File: config.mk
export PLATFORM = sky130hd
export DESIGN_NAME = muldiv_unit
export DESIGN_NICKNAME = d
export VERILOG_FILES = /design/src/rtl/muldiv_unit.sv
export SDC_FILE = /design/constraint.sdc
export NUM_CORES = 1
export LEC_CHECK = 0
export ABC_AREA = 1
export CAP_MARGIN = 20
export CORE_MARGIN = 3
export CORE_UTILIZATION = 55
export DETAILED_ROUTE_END_ITERATION = 10
export PLACE_DENSITY_LB_ADDON = 0.3
export SYNTH_ARGS = -nofsm -noshare
export SYNTH_HDL_FRONTEND = slang
export SYNTH_SLANG_ARGS = --single-unit
export TNS_END_PERCENT = 10
File: constraint.sdc
create_clock -name clk -period 6.8 [get_ports clk]
set_input_delay 1.02 -clock clk [delete_from_list [all_inputs] [get_ports clk]]
set_output_delay 1.02 -clock clk [all_outputs]
set_load 0.005 [all_outputs]
File: src/rtl/muldiv_unit.sv
// Iterative RV32M multiply/divide unit. It does one bit per cycle: shift-add
// multiply or restoring divide on operand magnitudes. The sign is corrected in
// a single FIX cycle. Divide-by-zero and signed overflow complete directly.
//
// state | meaning
// IDLE  | waiting for an M-extension request (in_ready=1)
// CALC  | WIDTH iterations of shift-add / restoring divide
// FIX   | sign correction and output selection
// DONE  | result presented until out_ready
module muldiv_unit #(
  parameter int WIDTH = 32
) (
  input  logic             clk,
  input  logic             reset,
  input  logic [1:0]       ALUOp,
  input  logic [6:0]       Funct7,
  input  logic [2:0]       Funct3,
  input  logic [WIDTH-1:0] SrcA,
  input  logic [WIDTH-1:0] SrcB,
  input  logic             in_valid,
  output logic             in_ready,
  input  logic             flush,
  output logic             is_muldiv,
  output logic             out_valid,
  input  logic             out_ready,
  output logic [WIDTH-1:0] result,
  output logic             div_by_zero,
  output logic             busy
);

  localparam int CW = $clog2(WIDTH + 1);

  typedef enum logic [1:0] {IDLE, CALC, FIX, DONE} state_t;

  state_t             state_q, state_d;
  logic [2:0]         op_q;
  logic               neg_q;
  logic [WIDTH-1:0]   b_q;
  logic [2*WIDTH-1:0] acc_q;
  logic [CW-1:0]      cnt_q;
  logic [WIDTH-1:0]   result_q;
  logic               dbz_q;

  logic               accept;
  logic               a_signed, b_signed, a_neg, b_neg, neg_d;
  logic [WIDTH-1:0]   a_mag, b_mag;
  logic               fast_dbz, fast_ovf;
  logic [WIDTH-1:0]   fast_val;
  logic [WIDTH:0]     mul_sum;
  logic [2*WIDTH-1:0] mul_next;
  logic [WIDTH:0]     rem_sh, div_diff;
  logic [2*WIDTH-1:0] div_next;
  logic [2*WIDTH-1:0] prod_fix;
  logic [WIDTH-1:0]   div_sel;
  logic [WIDTH-1:0]   fix_val;

  assign is_muldiv   = (ALUOp == 2'b10) && (Funct7 == 7'b0000001);
  assign in_ready    = (state_q == IDLE);
  assign busy        = (state_q != IDLE);
  assign out_valid   = (state_q == DONE);
  assign result      = result_q;
  assign div_by_zero = dbz_q;

  // A flush in the same cycle wins over a request.
  assign accept = in_valid & in_ready & is_muldiv & ~flush;

  // Operand sign handling and fast-path detection on the incoming request.
  always_comb begin
    a_signed = (Funct3 == 3'b001) || (Funct3 == 3'b010) ||
               (Funct3 == 3'b100) || (Funct3 == 3'b110);
    b_signed = (Funct3 == 3'b001) || (Funct3 == 3'b100) || (Funct3 == 3'b110);
    a_neg    = a_signed & SrcA[WIDTH-1];
    b_neg    = b_signed & SrcB[WIDTH-1];
    a_mag    = a_neg ? -SrcA : SrcA;
    b_mag    = b_neg ? -SrcB : SrcB;
    // The remainder takes the dividend's sign. Every other result takes the XOR of both signs.
    neg_d    = (Funct3[2] & Funct3[1]) ? a_neg : (a_neg ^ b_neg);
    fast_dbz = Funct3[2] && (SrcB == '0);
    fast_ovf = Funct3[2] && !Funct3[0] &&
               (SrcA == {1'b1, {(WIDTH-1){1'b0}}}) && (SrcB == '1);
    fast_val = '0;
    if (fast_dbz) fast_val = Funct3[1] ? SrcA : '1;
    else if (fast_ovf) fast_val = Funct3[1] ? '0 : SrcA;
  end

  // One iteration step of the multiplier and the divider, plus FIX-cycle correction.
  always_comb begin
    mul_sum  = {1'b0, acc_q[2*WIDTH-1:WIDTH]} + (acc_q[0] ? {1'b0, b_q} : '0);
    mul_next = {mul_sum, acc_q[WIDTH-1:1]};
    rem_sh   = {acc_q[2*WIDTH-1:WIDTH], acc_q[WIDTH-1]};
    div_diff = rem_sh - {1'b0, b_q};
    div_next = div_diff[WIDTH] ? {rem_sh[WIDTH-1:0], acc_q[WIDTH-2:0], 1'b0}
                               : {div_diff[WIDTH-1:0], acc_q[WIDTH-2:0], 1'b1};
    prod_fix = neg_q ? -acc_q : acc_q;
    div_sel  = op_q[1] ? acc_q[2*WIDTH-1:WIDTH] : acc_q[WIDTH-1:0];
    fix_val  = '0;
    if (op_q[2]) fix_val = neg_q ? -div_sel : div_sel;
    else if (op_q == 3'b000) fix_val = prod_fix[WIDTH-1:0];
    else fix_val = prod_fix[2*WIDTH-1:WIDTH];
  end

  // Next-state logic. A flush always returns the unit to IDLE.
  always_comb begin
    state_d = state_q;
    case (state_q)
      IDLE: if (accept) state_d = (fast_dbz || fast_ovf) ? DONE : CALC;
      CALC: if (cnt_q == CW'(1)) state_d = FIX;
      FIX:  state_d = DONE;
      DONE: if (out_ready) state_d = IDLE;
      default: state_d = IDLE;
    endcase
    if (flush) state_d = IDLE;
  end

  // State register.
  always_ff @(posedge clk or negedge reset) begin
    if (!reset) state_q <= IDLE;
    else        state_q <= state_d;
  end

  // Datapath registers: operand latch, iteration accumulator, result and flag.
  always_ff @(posedge clk or negedge reset) begin
    if (!reset) begin
      op_q     <= '0;
      neg_q    <= 1'b0;
      b_q      <= '0;
      acc_q    <= '0;
      cnt_q    <= '0;
      result_q <= '0;
      dbz_q    <= 1'b0;
    end else if (flush) begin
      dbz_q <= 1'b0;
    end else begin
      case (state_q)
        IDLE: if (accept) begin
          op_q  <= Funct3;
          neg_q <= neg_d;
          b_q   <= b_mag;
          acc_q <= {{WIDTH{1'b0}}, a_mag};
          cnt_q <= CW'(WIDTH);
          dbz_q <= fast_dbz;
          if (fast_dbz || fast_ovf) result_q <= fast_val;
        end
        CALC: begin
          acc_q <= op_q[2] ? div_next : mul_next;
          cnt_q <= cnt_q - CW'(1);
        end
        FIX:  result_q <= fix_val;
        DONE: if (out_ready) dbz_q <= 1'b0;
        default: ;
      endcase
    end
  end

endmodule

## Word level (Yosys, flattened, before mapping)

Index checks and enable logic that the tools add are counted.

| operators by class | value |
|---|---|
| mux-type cells | 32 |
| shifts and indexed selects | 0 |
| equality and inequality tests | 17 |
| multiply operators | 0 |
| bitwise operators | 8 |
| reductions and logical operators | 24 |
| $add $sub $neg | 7 |
| order comparisons | 0 |
| div/mod/pow operators | 0 |

Operators by type and width:

| cell | number |
|---|---|
| 32-bit 2-to-1 mux | 13 |
| 64-bit 2-to-1 mux | 4 |
| 64-bit case mux with 2 select lines | 1 |
| 32-bit negation | 3 |
| 32-bit == test (second input constant) | 2 |
| 64-bit negation | 1 |
| 32-bit case mux with 2 select lines | 1 |
| 32-bit by 32-bit adder with 33-bit output | 1 |
| 33-bit by 32-bit subtractor with 33-bit output | 1 |
| 32-bit logical NOT | 1 |
| 6-bit case mux with 2 select lines | 1 |
| 3-bit AND reduction | 4 |
| 2-bit 2-to-1 mux | 5 |
| 2-bit case mux with 4 select lines | 1 |
| 7-bit by 1-bit == test with 1-bit output (second input constant) | 1 |
| 1-bit AND | 6 |
| 2-bit == test (second input constant) | 3 |
| 3-bit == test (second input constant) | 2 |
| 6-bit by 1-bit == test with 1-bit output (second input constant) | 1 |
| 1-bit logical OR | 6 |
| 6-bit 2-to-1 mux | 1 |
| 2-bit nonzero test | 3 |
| 6-bit by 1-bit subtractor with 6-bit output (second input constant) | 1 |
| 1-bit logical AND | 5 |
| other kinds (16) | 20 |

| word-level totals | value |
|---|---|
| register bits | 141 |
| ROM bits | 0 |
| RAM bits | 0 |
| latch bits | 0 |
| memories kept | 0 |

## Depth between registers and ports, before layout

| depth | value |
|---|---|
| depth in word-level cells | 9 |
| gate-level depth with buffers | 20 |
| depth with buffers taken out | 18 |

## Worst setup path after synthesis

OpenSTA, ideal clock, no wires.

| path | value |
|---|---|
| kind | register -> register |
| start | register acc_q[0] |
| end | register acc_q[59] |
| setup slack | 4.114 ns |
| stages on the path, launching flop included | 20 |
| arrival | 2.570 ns |
| library setup time | 0.116 ns |
| required time | 6.684 ns |
| cell sequence | dfrtp_1 -> buf_2 -> buf_1 -> nand2_1 -> inv_1 -> ha_1 -> inv_1 -> fa_1 -> o21ai_0 -> nand2_1 -> nand2_1 -> nand2_1 -> nand2_1 -> nand2_1 -> nand3_1 -> nand2_1 -> nor2_1 -> nor2_1 -> nand2_1 -> nand2_1 |

| on the way | value |
|---|---|
| longest elaborated chain between the ends | 4 |

RTL lines:

| element | line | source |
|---|---|---|
| start: declaration | 39 | `logic [2*WIDTH-1:0] acc_q;` |
| start signal: assignment | 139 | `acc_q <= {{WIDTH{1'b0}}, a_mag};` |
| start signal: assignment | 145 | `acc_q <= op_q[2] ? div_next : mul_next;` |
| 32-bit 2-to-1 mux | 88 | `mul_sum = {1'b0, acc_q[2*WIDTH-1:WIDTH]} + (acc_q[0] ? {1'b0, b_q} : '0);` |
| 32-bit by 32-bit adder with 33-bit output | 88 |  |
| 64-bit 2-to-1 mux | 145 |  |
| 64-bit case mux with 2 select lines | 134 | `case (state_q)` |

Every way passes these cells.
A chain may end at the register's enable or synchronous reset.

## Final worst setup path

| path | value |
|---|---|
| start | register acc_q[32] |
| end | register acc_q[45] |

| on the way | value |
|---|---|
| longest elaborated chain between the ends | 4 |
| elaborated cells on any way between the ends | 5 |
| those cells by class | add/sub: 2; mux: 3 |

RTL lines:

| element | line | source |
|---|---|---|
| 33-bit by 32-bit subtractor with 33-bit output | 91 | `div_diff = rem_sh - {1'b0, b_q};` |
| 64-bit 2-to-1 mux | 92 | `div_next = div_diff[WIDTH] ? {rem_sh[WIDTH-1:0], acc_q[WIDTH-2:0], 1'b0}` |
| 64-bit 2-to-1 mux * | 145 |  |
| 64-bit case mux with 2 select lines * | 134 |  |

Mark *: on every way between the ends. The rest lies on a longest branch, timed or not.

==> flow_summary.json <==
{
  "status": "finished clean",
  "die_w_um": 190,
  "p_leak_nw": 10.5,
  "muxShareOfSynthArea_pct": 0,
  "slew_viol_final": 0,
  "wl_per_cell_um": 20.9,
  "postSynthCellCount": 3403,
  "grt-busiest-layer": "met2",
  "critPathKind": "flip-flop to flip-flop",
  "viasPerCell": 6.09,
  "drt_iter0_markers": 3579,
  "use_met1_pct": 60.0,
  "htreeDepth": 4,
  "cp.arrival_ns": 4.40,
  "synth_top_family_by_area": "simple AND/OR/NAND/NOR gates",
  "syn2layout_area_growth_pct": 9.97,
  "hold_end": "result[5]$_DFFE_PN0P_",
  "setup-tns-final_ns": 0,
  "fmax_ghz": 0.246,
  "drt-total-wl_mm": 81.3,
  "timing.rr.start": "acc_q[32]$_DFFE_PN0P_",
  "skew_ns": 0.0180,
  "cell_internal_pwr_w": 0.00287,
  "powerDensity_nw_per_um2": 319,
  "use_met3_pct": 16.7,
  "synth_edf_count": 0,
  "synthAdderAreaFrac_pct": 5.25,
  "ios": 118,
  "cts_hold_buf": 0,
  "worst_ep_required_time_ns": 7.14,
  "power_w": 0.00655,
  "p_seq_share_pct": 23.4,
  "place.gp.congestion": 1.10,
  "grt-ovfl-total": 0,
  "combPwrFrac_pct": 61.8,
  "drv_cap": 0,
  "dp_slack_ns": 2.44,
  "ys_seq_area_share_pct": 18.9,
  "start_kind": "flip-flop",
  "synth-seq-cells": 141,
  "clk_pin_slew_ns": 0.08,
  "pwr-share-clk_pct": 14.8,
  "grt_use_met2_pct": 63.8,
  "ys_types": 52,
  "ys_top_cells_by_area": "nand2_1 23%, dfrtp_1 19%, nor2_1 8.6%",
  "die_y_um": 190,
  "relSlewSlack_pct": 16.8,
  "drtAntennaViolNets": 0,
  "die_area_um2": 36100,
  "layout_setup_ws_ns": 2.73,
  "synth_compound_area_share_pct": 14.7,
  "antenna_cells_inserted": 0,
  "drive_above_1_share_pct": 3.62,
  "dp_hpwl_mm": 63.7,
  "synth_top_area_share_pct": 23.3,
  "grt_pass1_wl_mm": 124,
  "drt_pass1_iterations": 7,
  "synth_top_cell_by_area": "nand2_1",
  "cts_tree": "done",
  "rsz0062_at_grt": "no",
  "rows": 66,
  "ir_drop_mv": 0.305,
  "setup.worst_path.end_class": "flip-flop",
  "synth.net_count": 3561,
  "clockBufferDepth": 2,
  "fin_crit_ns": 4.07,
  "synthesis.area_um2": 18600,
  "grt_max_degree": 81,
  "vias": 23700,
  "grtUsageTotal_pct": 44.4,
  "worst_slew_pin_slew_ns": 1.24,
  "numPortBuffers": 117,
  "cts_buffers": 17,
  "setup.worst_path.start": "acc_q[32]$_DFFE_PN0P_",
  "clock-sinks": 141,
  "antenna_found_initial": 1,
  "synth_area_per_cell_um2": 5.48,
  "r2r_end": "acc_q[45]$_DFFE_PN0P_",
  "core_area_um2": 32900,
  "yosys_warnings": 0,
  "worstHoldStart": "result[5]$_DFFE_PN0P_",
  "r2r_cells": 13,
  "r2r_setup_slack_ns": 2.73,
  "swShare_pct": 56.1,
  "first_global_vias": 21900,
  "worstHoldPathType": "flip-flop to flip-flop",
  "design_area_um2": 20500,
  "start_util_pct": 56.6,
  "cp_max_fo": 8,
  "fin_crit_sh_pct": 59.8,
  "post_cts_buffers": 0,
  "dpl_cell_area_um2": 19900,
  "nets": 3597,
  "drc": 0,
  "synthSimpleGateAreaFrac_pct": 46.9,
  "clk-insertion-delay-late_ns": 0.45,
  "cts-resized-gates": 0,
  "cts_root_buf": "clkbuf_16",
  "synthFlopType": "dfrtp_1",
  "final_hold_viol_count": 0,
  "min_path_cells": 2,
  "setup_viol": 0,
  "async_reset_ff_share_pct": 100,
  "switching_power_w": 0.00367,
  "synth_xor_area_share_pct": 2.82
}
[layout by cell type (no fill, tap or decap), types with 17 or more instances in the layout]
master / n
nand2_1: 1159
nor2_1: 427
inv_1: 398
nand3_1: 316
o21ai_0: 228
a21oi_1: 188
dfrtp_1: 138
clkdlybuf4s50_1: 116
ha_1: 75
nand4_1: 63
xor2_1: 40
nor3_1: 39
o21ai_1: 28
a31oi_1: 26
nand2_2: 23
xnor2_1: 20
clkbuf_16: 17
[Yosys cell counts (8+ instances only)]
cell type and instances:
xor2_1 40, nor2_1 427, inv_2 8, nor4_1 8, buf_2 23, or2_2 8
a21oi_1 188, dfrtp_1 141, nand3_1 316, o21ai_1 28, buf_6 12, nand3b_1 11
nor2_2 9, nand2_2 23, o21ai_0 228, clkbuf_1 57, nand4_1 63, nand2_1 1159
buf_4 8, xnor2_1 20, buf_1 15, a31oi_1 26, nor3_1 39, o211ai_1 13
inv_1 398, ha_1 75, a22oi_1 8
[per-layer routing]
metal / up-vias / routed length (um)
li1: 11100 / -
met1: 10700 / 32000
met2: 1634 / 32500
met3: 297 / 12900
met4: 2 / 3960
met5: - / 7
[through the flow]
stage	instances	hold WS, ns	utilization [%]
2_1_floorplan	3403	0.472	-
3_3_place_gp	3861	0.462	60.4
3_5_place_dp	3861	0.464	60.4
4_1_cts	3893	0.482	62.1
5_1_grt	3894	0.506	62.2
6_report	3894	0.480	62.2
[sequential cells by signal, summed over array words and instances, names as in the netlist]
signal       flops
b_q             32
op_q             3
acc_q           64
div_by_zero      1
neg_q            1
result          32
state_q          2
cnt_q            6
[final cells by class]
class                   count  area (um2)
inverters                 408        1540
clock inverters            15         154
flip-flops and latches    141        3530
repair buffers            134        1320
well taps                 442         553
clock buffers              17         425
multi-input cells        2737       13000
fillers                  3271       12400
[how the worst max path moves through the flow]
| stage | end | slack (ns) |
|---|---|---|
| 3_5_place_dp | acc_q[41]$_DFFE_PN0P_ | 2.44 |
| 2_1_floorplan | acc_q[59]$_DFFE_PN0P_ | 4.11 |
| 4_1_cts | acc_q[41]$_DFFE_PN0P_ | 2.86 |
| 6_report | acc_q[45]$_DFFE_PN0P_ | 2.73 |
| 5_1_grt | acc_q[41]$_DFFE_PN0P_ | 2.49 |
| 3_3_place_gp | acc_q[42]$_DFFE_PN0P_ | 2.62 |
[logic make-up (layout without fill, tap and decap cells)]
kind of cell,Yosys count,count (layout)
xor gates and xnor gates,60,60
DFF,141,141
adders and majority gates,77,77
AOI/OAI and AO/OA,516,516
and+or+nand+nor,2084,2084
buffers and inverters,525,574
[critical path: stages, from the launching register on]
cell and delay [ns]:
dfrtp_1 0.58, ha_1 0.38, inv_1 0.13, fa_1 0.41
o21ai_0 0.98, nand2_1 0.11, nand2_1 0.30, nand2_1 0.09
nand2_1 0.17, o21ai_0 0.10, a21oi_1 0.49, nor2_1 0.09
nand2_1 0.09, nand2_1 0.05
[power groups by stage]
stage | logic (W) | registers, W | clock network, W
finish | 0.00405 | 0.00153 | 0.000970
floorplan | 0.00258 | 0.00132 | 0
detailed placement | 0.00383 | 0.00150 | 0
global placement | 0.00377 | 0.00150 | 0
CTS | 0.00385 | 0.00149 | 0.000964
global route | 0.00439 | 0.00154 | 0.000999
(Power assumes the default switching activity.)
